**src/rtl/cla_pkg.sv**
```systemverilog
// Shared constants and the per-stage pipeline record for the pipelined CLA subtractor.
package cla_pkg;

    localparam int CLA_SLICE_W = 4;
    localparam int CLA_MAX_W   = 64;

    // Sized for the widest legal configuration; bits above WIDTH stay zero and are trimmed in synthesis.
    typedef struct packed {
        logic                 vld;
        logic                 carry;
        logic                 ovf;
        logic [CLA_MAX_W-1:0] a;
        logic [CLA_MAX_W-1:0] b;
        logic [CLA_MAX_W-1:0] d;
    } stage_t;

endpackage

```
**src/rtl/cla_slice4.sv**
```systemverilog
// Purpose: combinational 4-bit carry look-ahead adder slice.
// Latency: 0 cycles (pure combinational).
// Backpressure: none; the enclosing pipeline owns all flow control.
module cla_slice4
    import cla_pkg::*;
(
    input  logic [CLA_SLICE_W-1:0] a,
    input  logic [CLA_SLICE_W-1:0] b,
    input  logic                   ci,
    output logic [CLA_SLICE_W-1:0] s,
    output logic                   co,
    output logic                   co_msb_in
);

    logic [CLA_SLICE_W-1:0] g;
    logic [CLA_SLICE_W-1:0] p;
    logic [CLA_SLICE_W:0]   c;

    always_comb begin
        g    = a & b;
        p    = a ^ b;
        // Every carry is flattened to generate/propagate terms of ci, no ripple.
        c[0] = ci;
        c[1] = g[0] | (p[0] & ci);
        c[2] = g[1] | (p[1] & g[0]) | (p[1] & p[0] & ci);
        c[3] = g[2] | (p[2] & g[1]) | (p[2] & p[1] & g[0]) | (p[2] & p[1] & p[0] & ci);
        c[4] = g[3] | (p[3] & g[2]) | (p[3] & p[2] & g[1]) | (p[3] & p[2] & p[1] & g[0])
             | (p[3] & p[2] & p[1] & p[0] & ci);
        s         = p ^ c[CLA_SLICE_W-1:0];
        co        = c[4];
        co_msb_in = c[3];
    end

endmodule

```
**src/rtl/cla_pipelined_subtractor.sv**
```systemverilog
// Purpose: {Bout,D} = A - B - Bin, one 4-bit CLA slice per pipeline stage; optional OVF port via CLA_SUB_OVF_EN.
// Latency: WIDTH/4 cycles from input transfer to out_valid, one result per cycle.
// Backpressure: all stages freeze while out_valid && !out_ready; in_ready = ~out_valid | out_ready.
module cla_pipelined_subtractor
    import cla_pkg::*;
#(
    parameter int WIDTH = 16
) (
    input  logic             clk,
    input  logic             rst,
    input  logic             in_valid,
    output logic             in_ready,
    input  logic [WIDTH-1:0] A,
    input  logic [WIDTH-1:0] B,
    input  logic             Bin,
    output logic             out_valid,
    input  logic             out_ready,
    output logic [WIDTH-1:0] D,
    output logic             Bout
`ifdef CLA_SUB_OVF_EN
    ,
    output logic             OVF
`endif
);

    localparam int NSTAGES = WIDTH / CLA_SLICE_W;

    // Register 0 captures raw operands; register k+1 holds the result of slice k.
    stage_t st_q [NSTAGES+1];
    stage_t st_d [NSTAGES+1];

    logic [CLA_SLICE_W-1:0] sum_w [NSTAGES];
    logic [NSTAGES-1:0]     cout_w;
    logic [NSTAGES-1:0]     cmsb_w;
    logic                   adv;
    logic                   unused_tail;

    for (genvar k = 0; k < NSTAGES; k++) begin : g_slice
        cla_slice4 u_slice (
            .a         (st_q[k].a[k*CLA_SLICE_W +: CLA_SLICE_W]),
            .b         (~st_q[k].b[k*CLA_SLICE_W +: CLA_SLICE_W]),
            .ci        (st_q[k].carry),
            .s         (sum_w[k]),
            .co        (cout_w[k]),
            .co_msb_in (cmsb_w[k])
        );
    end

    always_comb begin
        st_d[0]                = '0;
        st_d[0].vld            = in_valid;
        st_d[0].carry          = ~Bin;
        st_d[0].a[WIDTH-1:0]   = A;
        st_d[0].b[WIDTH-1:0]   = B;
        for (int k = 0; k < NSTAGES; k++) begin
            st_d[k+1]                                   = st_q[k];
            st_d[k+1].d[k*CLA_SLICE_W +: CLA_SLICE_W]   = sum_w[k];
            st_d[k+1].carry                             = cout_w[k];
        end
        // The output register keeps the borrow rather than the carry so reset reads Bout = 0.
        st_d[NSTAGES].carry = ~cout_w[NSTAGES-1];
`ifdef CLA_SUB_OVF_EN
        st_d[NSTAGES].ovf   = cmsb_w[NSTAGES-1] ^ cout_w[NSTAGES-1];
`endif
    end

    always_ff @(posedge clk or posedge rst) begin
        if (rst) begin
            for (int k = 0; k <= NSTAGES; k++) begin
                st_q[k] <= '0;
            end
        end else if (adv) begin
            for (int k = 0; k <= NSTAGES; k++) begin
                st_q[k] <= st_d[k];
            end
        end
    end

    always_comb begin
        adv       = ~st_q[NSTAGES].vld | out_ready;
        in_ready  = adv;
        out_valid = st_q[NSTAGES].vld;
        D         = st_q[NSTAGES].d[WIDTH-1:0];
        Bout      = st_q[NSTAGES].carry;
`ifdef CLA_SUB_OVF_EN
        OVF       = st_q[NSTAGES].ovf;
`endif
    end

    assign unused_tail = ^{st_q[NSTAGES].a, st_q[NSTAGES].b, st_q[NSTAGES].d,
                           st_q[NSTAGES].ovf, cmsb_w};

endmodule

```
**config.mk**
```make
export PLATFORM = sky130hd
export DESIGN_NAME = cla_pipelined_subtractor
export DESIGN_NICKNAME = d
export VERILOG_FILES = /design/src/rtl/cla_pkg.sv /design/src/rtl/cla_slice4.sv /design/src/rtl/cla_pipelined_subtractor.sv
export SDC_FILE = /design/constraint.sdc
export NUM_CORES = 1
export LEC_CHECK = 0
export CAP_MARGIN = 0
export CELL_PAD_IN_SITES_DETAIL_PLACEMENT = 0
export CELL_PAD_IN_SITES_GLOBAL_PLACEMENT = 1
export CORE_MARGIN = 1
export CORE_UTILIZATION = 40
export DETAILED_ROUTE_END_ITERATION = 10
export PLACE_DENSITY_LB_ADDON = 0.25
export SLEW_MARGIN = 10
export SYNTH_ARGS = -nofsm -noshare
export SYNTH_HDL_FRONTEND = slang
export SYNTH_SLANG_ARGS = --single-unit
```
**constraint.sdc**
```tcl
create_clock -name clk -period 10.9 [get_ports clk]
set_clock_uncertainty 0.05 [all_clocks]
set_input_delay 2.725 -clock clk [delete_from_list [all_inputs] [get_ports clk]]
set_output_delay 2.725 -clock clk [all_outputs]
set_load 0.05 [all_outputs]
```
# Word level (Yosys, flattened, before mapping)
# Cells that the tools add are included.
word_totals:
  elab_cells: 146
  inputBits: 37
  reg_bits: 178
  output_inout_bits: 19
classes:
  bitwise: 124
ops:
  columns: ["cell", "count"]
  rows:
  - ["$and 1x1->1", 64]
  - ["$or 1x1->1", 41]
  - ["$xor 4x4->4", 8]
  - ["$and 4x4->4", 4]
  - ["$not 4->4", 4]
  - ["$not 1->1", 3]

# Longest topological paths before layout
depth:
  ltp_word: 8
  depth_mapped: 7
  depth_no_buf: 6

# Cells and area by module
# A second synthesis with hierarchy kept.
unflattened:
  cells_unflattened: 375
  area_unflattened_um2: 5969.5
modules_own_cells:
  columns: ["module", "area_per_inst_um2", "cells_each", "n_inst", "seq_area_each_um2"]
  rows:
  - ["cla_pipelined_subtractor", 5378.9, 311, 1, 3253.1]
  - ["cla_slice4 (g_slice[0].u_slice ...)", 155.1, 18, 2, 0.0]
  - ["cla_slice4 (g_slice[2].u_slice ...)", 140.1, 14, 2, 0.0]

# Worst setup path after synthesis
# Ideal clock, no wire load.
synth_path:
  kind: "input -> output"
  startpoint: "input port out_ready"
  endpoint: "output port in_ready"
  path_stages: 5
  path_slack_ns: 4.861
  t_arrival_ns: 3.264
  required_ns: 8.125
  path_buffers: 3
  cell_sequence: "nor2b_4 buf_6 inv_4 buf_6 buf_6"
synth_via:
  elab_chain_cells: 1
synth_rtl:
  columns: ["element", "line", "text"]
  rows:
  - ["from (decl)", "cla_pipelined_subtractor.sv:17", "input logic out_ready,"]
  - ["$or 1x1->1", "cla_pipelined_subtractor.sv:80", "adv = ~st_q[NSTAGES].vld | out_ready;"]
  - ["to (decl)", "cla_pipelined_subtractor.sv:12", "output logic in_ready,"]
# Every way passes these cells.

# Worst setup path after layout
# Same ends and word-level chain as after synthesis.

==> out/qor.txt <==
outcome: completed
total wire length: 9770 um
Top Ports: 56
core area: 13400 um^2
cts repair resizes: 0
number of vias per cell: 4.63
leak pwr: 3.40 nW
post-synthesis register bit count: 130
crit path launch: out_ready
post-route ant nets: 0
Post-Layout Cell Count: 830
Layout Nets: 699
crit path capture: in_ready
Clock Sinks: 130
Post-Synthesis Cells: 593
Root Driver: clkbuf_16
vias in the first global route: 3911
post-layout min period: 7.39 ns
clock tree from TritonCTS: built
syn_nets: 650
worst-margin pin slew: 0.824 ns
Worst slew margin: 0.450
CP required: 8.12 ns
CTS max path bufs: 2
post-layout worst setup margin: 3.51 ns
R2R setup slack: 8.81 ns
Crit. End Element: output pin
period utilisation layout: 0.678
Peak VDD IR: 0.161 mV
# DRC: 0
crit path DAT: 4.62 ns
TritonCTS Buffers: 17
MaxCap Viol Count: 0
Distinct cells, synth: 25
Seq/Total Area, Yosys: 0.587
reg-to-reg endpoint: st_d[270]
hold buffers post-CTS: 0
H-tree depth: 4
Power Total: 2.15 mW
Avg Cell Area, Syn: 9.35 um^2
largest area contributor in the netlist: dfrtp_1
Die W: 120 um
row count: 42
dpl cells: 799
Setup crit start kind: input port
synthesized area: 5550 um^2
wire per inst: 11.8 um
Post-CTS Setup Inserts: 0
Syn. warnings: 0
PortBufs: 55
Final Max Slew Viols: 0
Setup Crit Path Kind: in2out
pin count of the biggest net entering global routing: 80
worst r2r src: out_valid
DP Wirelength: 6040 um
Peak Freq: 135 MHz
final setup violating endpoints: 0
fraction of registers with async set/reset: 1.00
global-route wire length before repair: 17400 um
via count: 3847
most common library cells after synthesis: 317 x nand2_1, 130 x dfrtp_1, 21 x inv_1
RSZ-0062 raised after global routing: false
cell area power density: 322 nW/um^2
initial DRC count: 221
Clock transition at path regs: 0.05 ns
Synth area leaders: dfrtp_1 59%, nand2_1 21%, ha_1 3.6%, buf_6 2.6%, xnor2_1 1.7%
Tot GR Track Use: 0.155
initial core utilization: 0.414
Yosys top cell area share: 0.587
layout cells sized above 1: 0.0642
grt ovf: 0
Primary FF master, synth: dfrtp_1
most frequent cell after synthesis: nand2_1
setup_tns: 0 ns
die area: 14300 um^2
Setup WS pre-CTS: 3.48 ns
final hold vios: 0
antenna violations before repair: 0
hold crit path type: reg2reg
worst-skew pair later-pin latency: 0.41 ns
reg2reg path depth: 4
GPL Wtd Cong: 0.752
worst-path fanout max: 60
number of synthesized flops with an enable pin: 0
Die Y: 120 um
n_diodes: 0
DR pass1 iterations: 4
P&R area growth vs syn: 20.6%
## cell type report
class | instances | area [um^2]
fill | 1284 | 6710
timing repair buffer | 59 | 581
clock buffer | 27 | 523
sequential | 130 | 3250
inverter | 22 | 87.6
multi-input combinational | 412 | 1960
tap | 176 | 220
clock inverter | 4 | 70.1
## critical path, cell delays in order
cell and delay [ns]:
clkdlybuf4s50_1 0.50, nor2b_4 0.06, inv_4 0.41, clkdlybuf4s50_1 0.91
## sequential cells by signal, indices dropped and copies added (netlist names)
signal and count:
Bout 1, D 16, out_valid 1, st_d 108, st_q 4
## worst min-delay path by stage
stage	cells past startpoint	end	from	slack (ns)
final	2	D[10]	D[10]	0.41
after global routing	2	st_d[463]	st_d[463]	0.42
after CTS	2	st_d[390]	st_d[390]	0.42
after detailed placement	2	st_d[274]	st_d[274]	0.41
after global placement	2	st_d[194]	st_d[194]	0.40
after floorplan	2	st_d[194]	st_d[194]	0.38
## layer usage
layer	vias to the layer above	track usage	share of wire
li1	1940	-	-
met5	-	0	0
met1	1830	0.184	0.47
met3	8	0.0499	0.037
met4	0	0.0633	0.0093
met2	69	0.260	0.48
## power breakdown
part           switching, mW  internal [mW]
logic                  0.481          0.307
registers              0.108          0.696
clock network          0.191          0.371
## cells by family (layout without fill, tap and decap cells)
logic type / Yosys count / after routing / synth area share
simple gates: 324 / 324 / 0.222
xor+xnor: 12 / 12 / 0.0190
fa+ha+maj: 20 / 20 / 0.0505
flops: 130 / 130 / 0.587
buf+inv: 51 / 112 / 0.0607
compound gates: 56 / 56 / 0.0616
## cell usage in the layout (no fill, tap or decap), types with 3 or more instances in the layout
cell             netlist  final
a21o_1                 5      5
a21oi_1               10     10
ha_1                  16     16
o21ai_0               15     15
clkbuf_16              0     17
fa_1                   4      4
inv_1                 21     20
nor2_1                 5      5
clkbuf_8               0      6
buf_4                 11      4
nand2_1              317    317
dfrtp_1              130    130
a21oi_2                5      5
o21ai_1               13     13
a41oi_1                3      3
xnor2_1               11     11
clkbuf_1               2      4
clkdlybuf4s50_1        0     55
o21ai_2                3      3
## per-stage QoR
| stage | utilization | instance area, um^2 | hold WS [ns] |
|---|---|---|---|
| CTS | 0.499 | 6690 | 0.417 |
| detailed placement | 0.455 | 6100 | 0.405 |
| global route | 0.499 | 6690 | 0.425 |
| global placement | 0.455 | 6100 | 0.396 |
| finish | 0.499 | 6690 | 0.410 |
| floorplan | - | 5550 | 0.380 |
Power figures use the tool's default switching activity.
